===== src/rtl/brownout_ctrl_pkg.sv =====
// rtl/brownout_ctrl_pkg.sv - shared types and constants for the brownout supervisor
package brownout_ctrl_pkg;

    typedef enum logic [1:0] {
        S_OFF     = 2'd0,
        S_SETTLE  = 2'd1,
        S_ARMED   = 2'd2,
        S_TRIPPED = 2'd3
    } state_t;

    // Consecutive disagreeing samples needed before the debounce filter flips
    localparam int DEBOUNCE_CYCLES = 4;

    // Bit positions inside status / irq_en / clr
    localparam int ST_BROUT  = 0;
    localparam int ST_VUNDER = 1;

endpackage


===== src/rtl/brownout_sync_filt.sv =====
// rtl/brownout_sync_filt.sv - 2-flop synchronizer with optional debounce filter
//
// Optional feature macro: BROWNOUT_CTRL_DEBOUNCE_EN (adds a debounce filter
// after the synchronizer; without it the synchronizer output is used directly).
//
// Ports:
//   clk  - system clock
//   rst  - asynchronous active-high reset
//   din  - asynchronous level from the analog macro
//   dout - synchronized (and optionally debounced) level
module brownout_sync_filt
    import brownout_ctrl_pkg::*;
(
    input  logic clk,
    input  logic rst,
    input  logic din,
    output logic dout
);

    logic meta;
    logic sync;

    always_ff @(posedge clk or posedge rst) begin
        if (rst) begin
            meta <= 1'b0;
            sync <= 1'b0;
        end else begin
            meta <= din;
            sync <= meta;
        end
    end

`ifdef BROWNOUT_CTRL_DEBOUNCE_EN
    localparam int CW = $clog2(DEBOUNCE_CYCLES + 1);

    logic [CW-1:0] cnt;
    logic          filt;

    // cnt counts consecutive samples that disagree with filt; any agreeing
    // sample restarts the count, so short glitches never reach dout.
    always_ff @(posedge clk or posedge rst) begin
        if (rst) begin
            cnt  <= '0;
            filt <= 1'b0;
        end else if (sync == filt) begin
            cnt <= '0;
        end else if (cnt == CW'(DEBOUNCE_CYCLES - 1)) begin
            filt <= sync;
            cnt  <= '0;
        end else begin
            cnt <= cnt + 1'b1;
        end
    end

    assign dout = filt;
`else
    assign dout = sync;
`endif

endmodule


===== src/rtl/brownout_ctrl.sv =====
// rtl/brownout_ctrl.sv - brownout macro supervisor: settle sequencing, status, irq, reset request
//
// Optional feature macro: BROWNOUT_CTRL_DEBOUNCE_EN (debounce on out/vunder).
//
// Ports:
//   clk, rst                 - clock, asynchronous active-high reset
//   cfg_ena, cfg_otrip,
//   cfg_vtrip, cfg_rst_en    - software configuration
//   irq_en[1:0], clr[1:0]    - irq enables and write-1-to-clear, [0] brownout, [1] vunder
//   out, vunder              - asynchronous macro indications
//   ena, otrip, vtrip        - drive to the macro
//   ready                    - detections unmasked
//   status[1:0], irq         - sticky flags and registered interrupt
//   rst_req                  - reset request to SoC reset controller
module brownout_ctrl
    import brownout_ctrl_pkg::*;
#(
    parameter int SETTLE_CYCLES    = 1024,
    parameter int RST_PULSE_CYCLES = 64
) (
    input  logic       clk,
    input  logic       rst,
    input  logic       cfg_ena,
    input  logic [2:0] cfg_otrip,
    input  logic [2:0] cfg_vtrip,
    input  logic       cfg_rst_en,
    input  logic [1:0] irq_en,
    input  logic [1:0] clr,
    input  logic       out,
    input  logic       vunder,
    output logic       ena,
    output logic [2:0] otrip,
    output logic [2:0] vtrip,
    output logic       ready,
    output logic [1:0] status,
    output logic       irq,
    output logic       rst_req
);

    localparam int SCW = $clog2(SETTLE_CYCLES + 1);
    localparam int PCW = $clog2(RST_PULSE_CYCLES + 1);

    logic out_f;
    logic vun_f;

    brownout_sync_filt u_out_sync (
        .clk  (clk),
        .rst  (rst),
        .din  (out),
        .dout (out_f)
    );

    brownout_sync_filt u_vun_sync (
        .clk  (clk),
        .rst  (rst),
        .din  (vunder),
        .dout (vun_f)
    );

    state_t         state, state_nxt;
    logic [SCW-1:0] scnt, scnt_nxt;
    logic [PCW-1:0] pcnt, pcnt_nxt;
    logic [2:0]     otrip_nxt, vtrip_nxt;
    logic [1:0]     status_nxt, set;
    logic           ena_nxt, ready_nxt, irq_nxt, rst_req_nxt;
    logic           cfg_diff;

    always_ff @(posedge clk or posedge rst) begin
        if (rst) begin
            state   <= S_OFF;
            scnt    <= '0;
            pcnt    <= '0;
            ena     <= 1'b0;
            otrip   <= '0;
            vtrip   <= '0;
            ready   <= 1'b0;
            status  <= '0;
            irq     <= 1'b0;
            rst_req <= 1'b0;
        end else begin
            state   <= state_nxt;
            scnt    <= scnt_nxt;
            pcnt    <= pcnt_nxt;
            ena     <= ena_nxt;
            otrip   <= otrip_nxt;
            vtrip   <= vtrip_nxt;
            ready   <= ready_nxt;
            status  <= status_nxt;
            irq     <= irq_nxt;
            rst_req <= rst_req_nxt;
        end
    end

    always_comb begin
        state_nxt = state;
        scnt_nxt  = scnt;
        pcnt_nxt  = pcnt;
        otrip_nxt = otrip;
        vtrip_nxt = vtrip;
        set       = '0;
        cfg_diff  = (cfg_otrip != otrip) || (cfg_vtrip != vtrip);

        if (state == S_ARMED || state == S_TRIPPED) begin
            set[ST_BROUT]  = out_f;
            set[ST_VUNDER] = vun_f;
        end
        // Setting wins over a same-cycle clear so no event is lost
        status_nxt = (status & ~clr) | set;

        case (state)
            S_OFF: begin
                otrip_nxt = cfg_otrip;
                vtrip_nxt = cfg_vtrip;
                if (cfg_ena) begin
                    state_nxt = S_SETTLE;
                    scnt_nxt  = SCW'(SETTLE_CYCLES - 1);
                end
            end
            S_SETTLE: begin
                if (scnt == '0) begin
                    state_nxt = S_ARMED;
                end else begin
                    scnt_nxt = scnt - 1'b1;
                end
            end
            S_ARMED: begin
                // A trip takes priority; a pending code change waits for its exit
                if (out_f) begin
                    state_nxt = S_TRIPPED;
                    pcnt_nxt  = PCW'(RST_PULSE_CYCLES - 1);
                end else if (cfg_diff) begin
                    otrip_nxt = cfg_otrip;
                    vtrip_nxt = cfg_vtrip;
                    state_nxt = S_SETTLE;
                    scnt_nxt  = SCW'(SETTLE_CYCLES - 1);
                end
            end
            S_TRIPPED: begin
                if (pcnt != '0) begin
                    pcnt_nxt = pcnt - 1'b1;
                end else if (!out_f) begin
                    if (cfg_diff) begin
                        otrip_nxt = cfg_otrip;
                        vtrip_nxt = cfg_vtrip;
                        state_nxt = S_SETTLE;
                        scnt_nxt  = SCW'(SETTLE_CYCLES - 1);
                    end else begin
                        state_nxt = S_ARMED;
                    end
                end
            end
            default: state_nxt = S_OFF;
        endcase

        if (!cfg_ena) begin
            state_nxt = S_OFF;
        end

        // Outputs are registered copies of what the next state implies
        ena_nxt     = (state_nxt != S_OFF);
        ready_nxt   = (state_nxt == S_ARMED) || (state_nxt == S_TRIPPED);
        rst_req_nxt = (state_nxt == S_TRIPPED) && cfg_rst_en;
        irq_nxt     = |(status & irq_en);
    end

endmodule


===== config.mk =====
export PLATFORM = sky130hd
export DESIGN_NAME = brownout_ctrl
export DESIGN_NICKNAME = d
export VERILOG_FILES = /design/src/rtl/brownout_ctrl_pkg.sv /design/src/rtl/brownout_sync_filt.sv /design/src/rtl/brownout_ctrl.sv
export SDC_FILE = /design/constraint.sdc
export NUM_CORES = 1
export LEC_CHECK = 0
export BUFFER_PORTS_ARGS = -buffer_cell sky130_fd_sc_hd__buf_2
export CAP_MARGIN = 20
export CORE_ASPECT_RATIO = 0.7
export CORE_UTILIZATION = 45
export CTS_CLUSTER_SIZE = 28
export DETAILED_ROUTE_END_ITERATION = 6
export GPL_ROUTABILITY_DRIVEN = 0
export GPL_TIMING_DRIVEN = 1
export PLACE_DENSITY = 0.77
export SYNTH_ARGS = -nofsm -noshare
export SYNTH_HDL_FRONTEND = slang
export SYNTH_SLANG_ARGS = --single-unit

===== constraint.sdc =====
create_clock -name clk -period 2.1 [get_ports clk]
set_input_delay 0.42 -clock clk [delete_from_list [all_inputs] [get_ports clk]]
set_output_delay 0.42 -clock clk [all_outputs]
set_load 0.02 [all_outputs]

# After elaboration in Yosys (flattened, before gate mapping)
# Index checks and enable logic that the tools add are counted.
[totals] register_bits=36 inputBits=16 output_inout_bits=12 elab_cells=72
[op_classes] addsub=2 n_eq_ne=12 muxes=26 n_bitwise=4 reduce_logical=14
[op_table] cell="two-way mux 11 bit" count=5
[op_table] cell="one-hot mux 11 bit (4 select lines)" count=1
[op_table] cell="two-way mux 3 bit" count=6
[op_table] cell="one-hot mux 3 bit (3 select lines)" count=2
[op_table] cell="two-way mux 2 bit" count=8
[op_table] cell="two-way mux 7 bit" count=2
[op_table] cell="one-hot mux 7 bit (2 select lines)" count=1
[op_table] cell="logical NOT 11 bit" count=1
[op_table] cell="subtractor 11 x 1 -> 11 bit (second input constant)" count=1
[op_table] cell="equality test 2 bit (second input constant)" count=4
[op_table] cell="one-hot mux 2 bit (4 select lines)" count=1
[op_table] cell="nonzero test 7 bit" count=1
[op_table] cell="subtractor 7 x 1 -> 7 bit (second input constant)" count=1
[op_table] cell="!= test 2 bit (second input constant)" count=3
[op_table] cell="!= test 3 bit" count=2
[op_table] cell="AND reduction 3 bit" count=2
[op_table] cell="bitwise AND 2 bit" count=2
[op_table] cell="!= test 2 x 1 -> 1 bit (second input constant)" count=2
[op_table] cell="nonzero test 2 bit" count=2
[op_table] cell="logical OR 1 bit" count=3
[op_table] cell="nonzero test 3 bit" count=1
[op_table] cell="equality test 2 x 1 -> 1 bit (second input constant)" count=1
[op_table] cell="logical NOT 2 bit" count=1
[op_table] cell="NOT 2 bit" count=1
[op_table] cell="other kinds (4)" count=4

# Longest topological paths before layout
[logic_depth] depth_word=9 depth_mapped=7 ltp_nobuf=7

# Cells and area by module
# Synthesis repeated with hierarchy kept, for this count alone.
[unflattened] cells_unflattened=168 hier_area_um2=1811.7
[modules_own_cells] module="brownout_ctrl" instances=1 cells_per_inst=162 area_per_inst_um2=1704.1 seq_area_each_um2=800.8
[modules_own_cells] module="brownout_sync_filt" instances=2 cells_per_inst=3 area_per_inst_um2=53.8 seq_area_each_um2=50.0

# Worst setup path after synthesis
# Ideal clock, no wire load.
[synth_timing] kind="reg2reg" start="register scnt[6]" end="register scnt[5]" setup_time_ns=0.128 arrival_time_ns=1.656 required_time_ns=1.972 slack_ns=0.316 path_stages_with_launch=7 path_buffers=1 synth_period_minus_slack_ns=1.784 path_cell_list="dfrtp_1 -> or4_4 -> buf_6 -> o31ai_4 -> nor4b_2 -> xnor2_2 -> nand2_1"
[synth_between] elab_chain_cells=3
[synth_lines] item="from (decl)" line="brownout_ctrl.sv:61" text="logic [SCW-1:0] scnt, scnt_nxt;"
[synth_lines] item="from (signal assigned)" line="brownout_ctrl.sv:82" text="scnt <= scnt_nxt;"
[synth_lines] item="logical NOT 11 bit" line="brownout_ctrl.sv:120" text="if (scnt == '0) begin"
[synth_lines] item="!= test 2 bit (no line)"
[synth_lines] item="AND reduction 3 bit (no line)"
# No other way between the ends.
# A chain may end at the register's enable or synchronous reset.

# Worst setup path in the final report
[layout_timing] start="register scnt[3]" end="register scnt[5]"
[layout_between] elab_chain_cells=3 elab_cells_between_ends=6 classes_between="1 x add/sub; 1 x eq/ne; 2 x mux; 2 x reduce/logical"
[layout_lines] item="subtractor 11 x 1 -> 11 bit or logical NOT 11 bit (tied branches)" line="brownout_ctrl.sv:123, brownout_ctrl.sv:120"
[layout_lines] item="two-way mux 11 bit or != test 2 bit (tied branches)"
[layout_lines] item="one-hot mux 11 bit (4 select lines) or AND reduction 3 bit (tied branches)"
# Several ways; a longest one is shown, not always the timed one. The select of a mux whose other input is x is not followed.

==> results by stage <==
Layout:
- The library cell used most frequently in the layout, excluding fill and tap cells, is sky130_fd_sc_hd__dfrtp_1.
- The filler-free cell count of the finished design is between 200 and 250.
- For this run, the post-layout net count is 215.
- The repair_antennas step left the layout with diodes totalling 0.
- Leaving out fill and tap cells, the most frequent cells in the layout are 36 x sky130_fd_sc_hd__dfrtp_1, 27 x sky130_fd_sc_hd__buf_2, 13 x sky130_fd_sc_hd__nand2_1, 10 x sky130_fd_sc_hd__xnor2_1, 10 x sky130_fd_sc_hd__inv_1.
- Of the cells placed in the final design, the portion with a size suffix greater than 1 is 28.6%.
- The area growth from synthesis to layout is 16.4%.

Timing:
- The final-report hold violation count is 0.
- The sum of negative setup slack is 0 ns.
- The worst slew margin relative to its limit is 66.1%.
- For this run, the top clock speed supported by timing is 0.519 GHz.
- The final setup violation count is 0.
- For the pin with the worst max-slew slack, the measured transition is 0.505 ns.
- Across all setup checks in the final design, the least slack found is 0.174 ns.
- The share of the clock period used by the worst path is about nine tenths.
- The final number of max-transition violations is 0.
- Clock skew on the completed layout was measured at 0.00480 ns.
- The post-layout minimum cycle time is slightly below 2 ns.
- Setup repair after global routing left no endpoint under its margin.

Setup path:
- Setup slack on the worst reg-to-reg path comes out at approximately 0.17 ns.
- The data required time at the worst endpoint is 2.27 ns.
- The maximum fanout along the worst path is 7.
- The critical path endpoint category is a flop.
- The worst register-to-register path has a depth of 5.
- STA classifies the critical path startpoint as a flop.
- The class of the most critical setup path is flop to flop.
- The worst register-to-register path ends at scnt[5]$_DFFE_PP0P_.
- Data on the critical path arrives at its endpoint at 2.09 ns.
- In this run the critical register-to-register path is launched from scnt[3]$_DFFE_PP0P_.
- Following the worst setup path forward leads to its endpoint at scnt[5]$_DFFE_PP0P_.
- Tracing the worst setup path back leads to its startpoint at scnt[3]$_DFFE_PP0P_.

Route:
- Across all layers, the routed design uses ~1,300 vias.
- The count of nets left with antenna violations after detail routing is 0.
- In the routed layout, each cell is associated on average with a via count of 5.37.
- The number of iterations in the first detailed-routing pass is 6.
- After detailed routing, the number of remaining DRC violations is 0.
- In the final routed layout, each cell accounts on average for 13.2 um.
- For this block, the initial DRC count from the detailed router was 64.
- For this block, the routed nets add up to 3240 um of wire.

Yosys:
- The cell area after technology mapping is approximately 0.0018 mm^2.
- The number of enable-type register cells in the synthesized netlist is 0.
- The unique cell type count in the Yosys netlist is 45.
- After synthesis the netlist holds a flip-flop and latch count of 36.
- The cell count after synthesis is 161.
- Sequential elements use 50.1% of the synthesized area.
- A synthesized cell averages roughly 11 um^2.
- The number of warnings printed during yosys synthesis is 0.
- In the synthesized netlist the dominant register cell turns out to be sky130_fd_sc_hd__dfrtp_1.
- The async set-or-reset flop fraction in the synthesized netlist is 100%.
- The synthesized net count is about 180.

Clocking:
- The count of cells resized by post-cts repair is 0.
- The clock net in this run drives a total of 36 sinks.
- The register clock-pin slew on the reported worst setup and hold paths is around 0.07 ns.
- The number of buffers inserted by hold repair at cts is 0.
- TritonCTS built the clock tree.
- The number of setup buffers added after CTS is 0.
- The number of clock buffers inserted by TritonCTS is 5.
- CTS placed an instance of sky130_fd_sc_hd__clkbuf_8 at the clock tree root.
- The clock latency at the later pin of the worst-skew pair is 0.29 ns.
- The number of levels the H-tree was split into is 2.
- The number of buffers on the longest clock path is 2.

Place:
- The detailed placement HPWL is 2390 um.
- The instance count after placement with tap cells included is 238.
- In this run the tool buffered the top-level ports with 27 buffer cells.
- The worst-case setup slack after placement is 0.202 ns.

Global routing:
- The largest net degree at the start of global routing is 37.
- The initial antenna violation count is 0.
- The sum of overflow across all layers after global routing is 0.
- The first global-routing pass estimated between 5000 and 6000 um of wire.
- The number of global-route vias before repair is between 1,000 and 1,500.
- The global router's overall resource usage is ~18%.

Floorplanning:
- The top-level I/O count is 28.
- In this run the standard cell core region covers 0.00367 mm^2.
- The y dimension of the die is 54.9 um.
- The area of the die is 0.00426 mm^2.
- Once the floorplan was initialized, standard cells occupied 49.0% of the core.
- After floorplanning, the core was divided into 18 placement rows.
- The overall die width is 77.6 um.

Pwr:
- In this run the static leakage power is 0.000917 uW.
- Dividing total power by cell area gives a power density of 666 mW/mm^2.
- The design draws 1390 uW.
- The maximum vdd ir drop is 0.000334 V.

Run status:
- The flow ran to the end, and the final reports show no timing, DRC or antenna violations.

Flow run:
- The tool flagged a number of max-cap violations equal to 0.

Min path:
- In this run the worst hold path is classified as primary input to async pin.
## metrics by stage
stage / util, % / instance area (um^2) / hold WS (ns)
global placement: 54.6 / 2000 / 0.333
floorplan: - / 1800 / 0.331
finish: 57.1 / 2090 / 0.222
global route: 57.1 / 2090 / 0.221
CTS: 57.1 / 2090 / 0.221
detailed placement: 54.6 / 2000 / 0.336
## logic make-up after synthesis
group,Yosys count,share of synthesized area [%]
AOI/OAI and AO/OA,32,15.6
xor gates and xnor gates,16,8.21
adders and majority gates,4,2.78
buffers and inverters,14,3.34
DFF,36,50.1
muxes,6,3.75
and+or+nand+nor,53,16.2
## where the power goes
group	leakage, uW	switching (uW)	internal, uW
sequential	0.000427	23.7	719
combinational	0.000444	86.1	60.7
clock	0.0000455	238	267
## sequential cells by signal, summed over array words and instances, names as in the netlist, 2 cells and up
register  flops
pcnt          7
otrip         3
state         2
scnt         11
status        2
vtrip         3
## area by class of cell
cell class	count	area [um^2]
clock buffer	8	90.1
fill	324	1580
inverter	10	37.5
multi-input combinational	111	838
sequential	36	901
tap	50	62.6
timing repair buffer	31	165
## per-layer routing
metal  GRT usage (%)  routed length [um]
met1            24.6                1770
met4            9.43                  68
met5               0                   0
met3            6.39                 191
met2            26.8                1210
## synth_stat cells, types with 2 or more instances
| cell | count | share of area, % |
|---|---|---|
| sky130_fd_sc_hd__dfrtp_1 | 36 | 50 |
| sky130_fd_sc_hd__nand2_1 | 13 | 2.7 |
| sky130_fd_sc_hd__inv_1 | 10 | 2.1 |
| sky130_fd_sc_hd__xnor2_1 | 10 | 4.9 |
| sky130_fd_sc_hd__nor2_1 | 9 | 1.9 |
| sky130_fd_sc_hd__nor3_1 | 9 | 2.5 |
| sky130_fd_sc_hd__nand3_1 | 8 | 2.2 |
| sky130_fd_sc_hd__mux2_2 | 6 | 3.8 |
| sky130_fd_sc_hd__a21oi_1 | 5 | 1.4 |
| sky130_fd_sc_hd__xor2_1 | 5 | 2.4 |
| sky130_fd_sc_hd__ha_1 | 4 | 2.8 |
| sky130_fd_sc_hd__o21a_1 | 4 | 1.7 |
| sky130_fd_sc_hd__clkbuf_1 | 3 | 0.63 |
| sky130_fd_sc_hd__o21ai_0 | 3 | 0.83 |
| sky130_fd_sc_hd__a41oi_1 | 2 | 0.97 |
| sky130_fd_sc_hd__nor4_1 | 2 | 0.70 |
| sky130_fd_sc_hd__o211a_1 | 2 | 1.1 |
| sky130_fd_sc_hd__o211ai_1 | 2 | 0.83 |
| sky130_fd_sc_hd__or4_1 | 2 | 0.83 |
## critical path, stage by stage (launching register included)
cell,delay [ns]
sky130_fd_sc_hd__dfrtp_1,0.44
sky130_fd_sc_hd__or4_1,0.62
sky130_fd_sc_hd__o31ai_4,0.44
sky130_fd_sc_hd__nor4b_2,0.11
sky130_fd_sc_hd__xnor2_2,0.13
sky130_fd_sc_hd__nand2_1,0.06
## worst min-delay path by stage
stage,start,endpoint,slack [ns]
5_1_grt,out,u_out_sync.meta$_DFF_PP0_,0.22
2_1_floorplan,u_out_sync.meta$_DFF_PP0_,u_out_sync.dout$_DFF_PP0_,0.33
3_5_place_dp,u_out_sync.meta$_DFF_PP0_,u_out_sync.dout$_DFF_PP0_,0.34
3_3_place_gp,u_vun_sync.meta$_DFF_PP0_,u_vun_sync.dout$_DFF_PP0_,0.33
6_report,rst,ena$_DFF_PP0_,0.22
4_1_cts,out,u_out_sync.meta$_DFF_PP0_,0.22
Note: power is estimated with default switching activity, not from simulation.
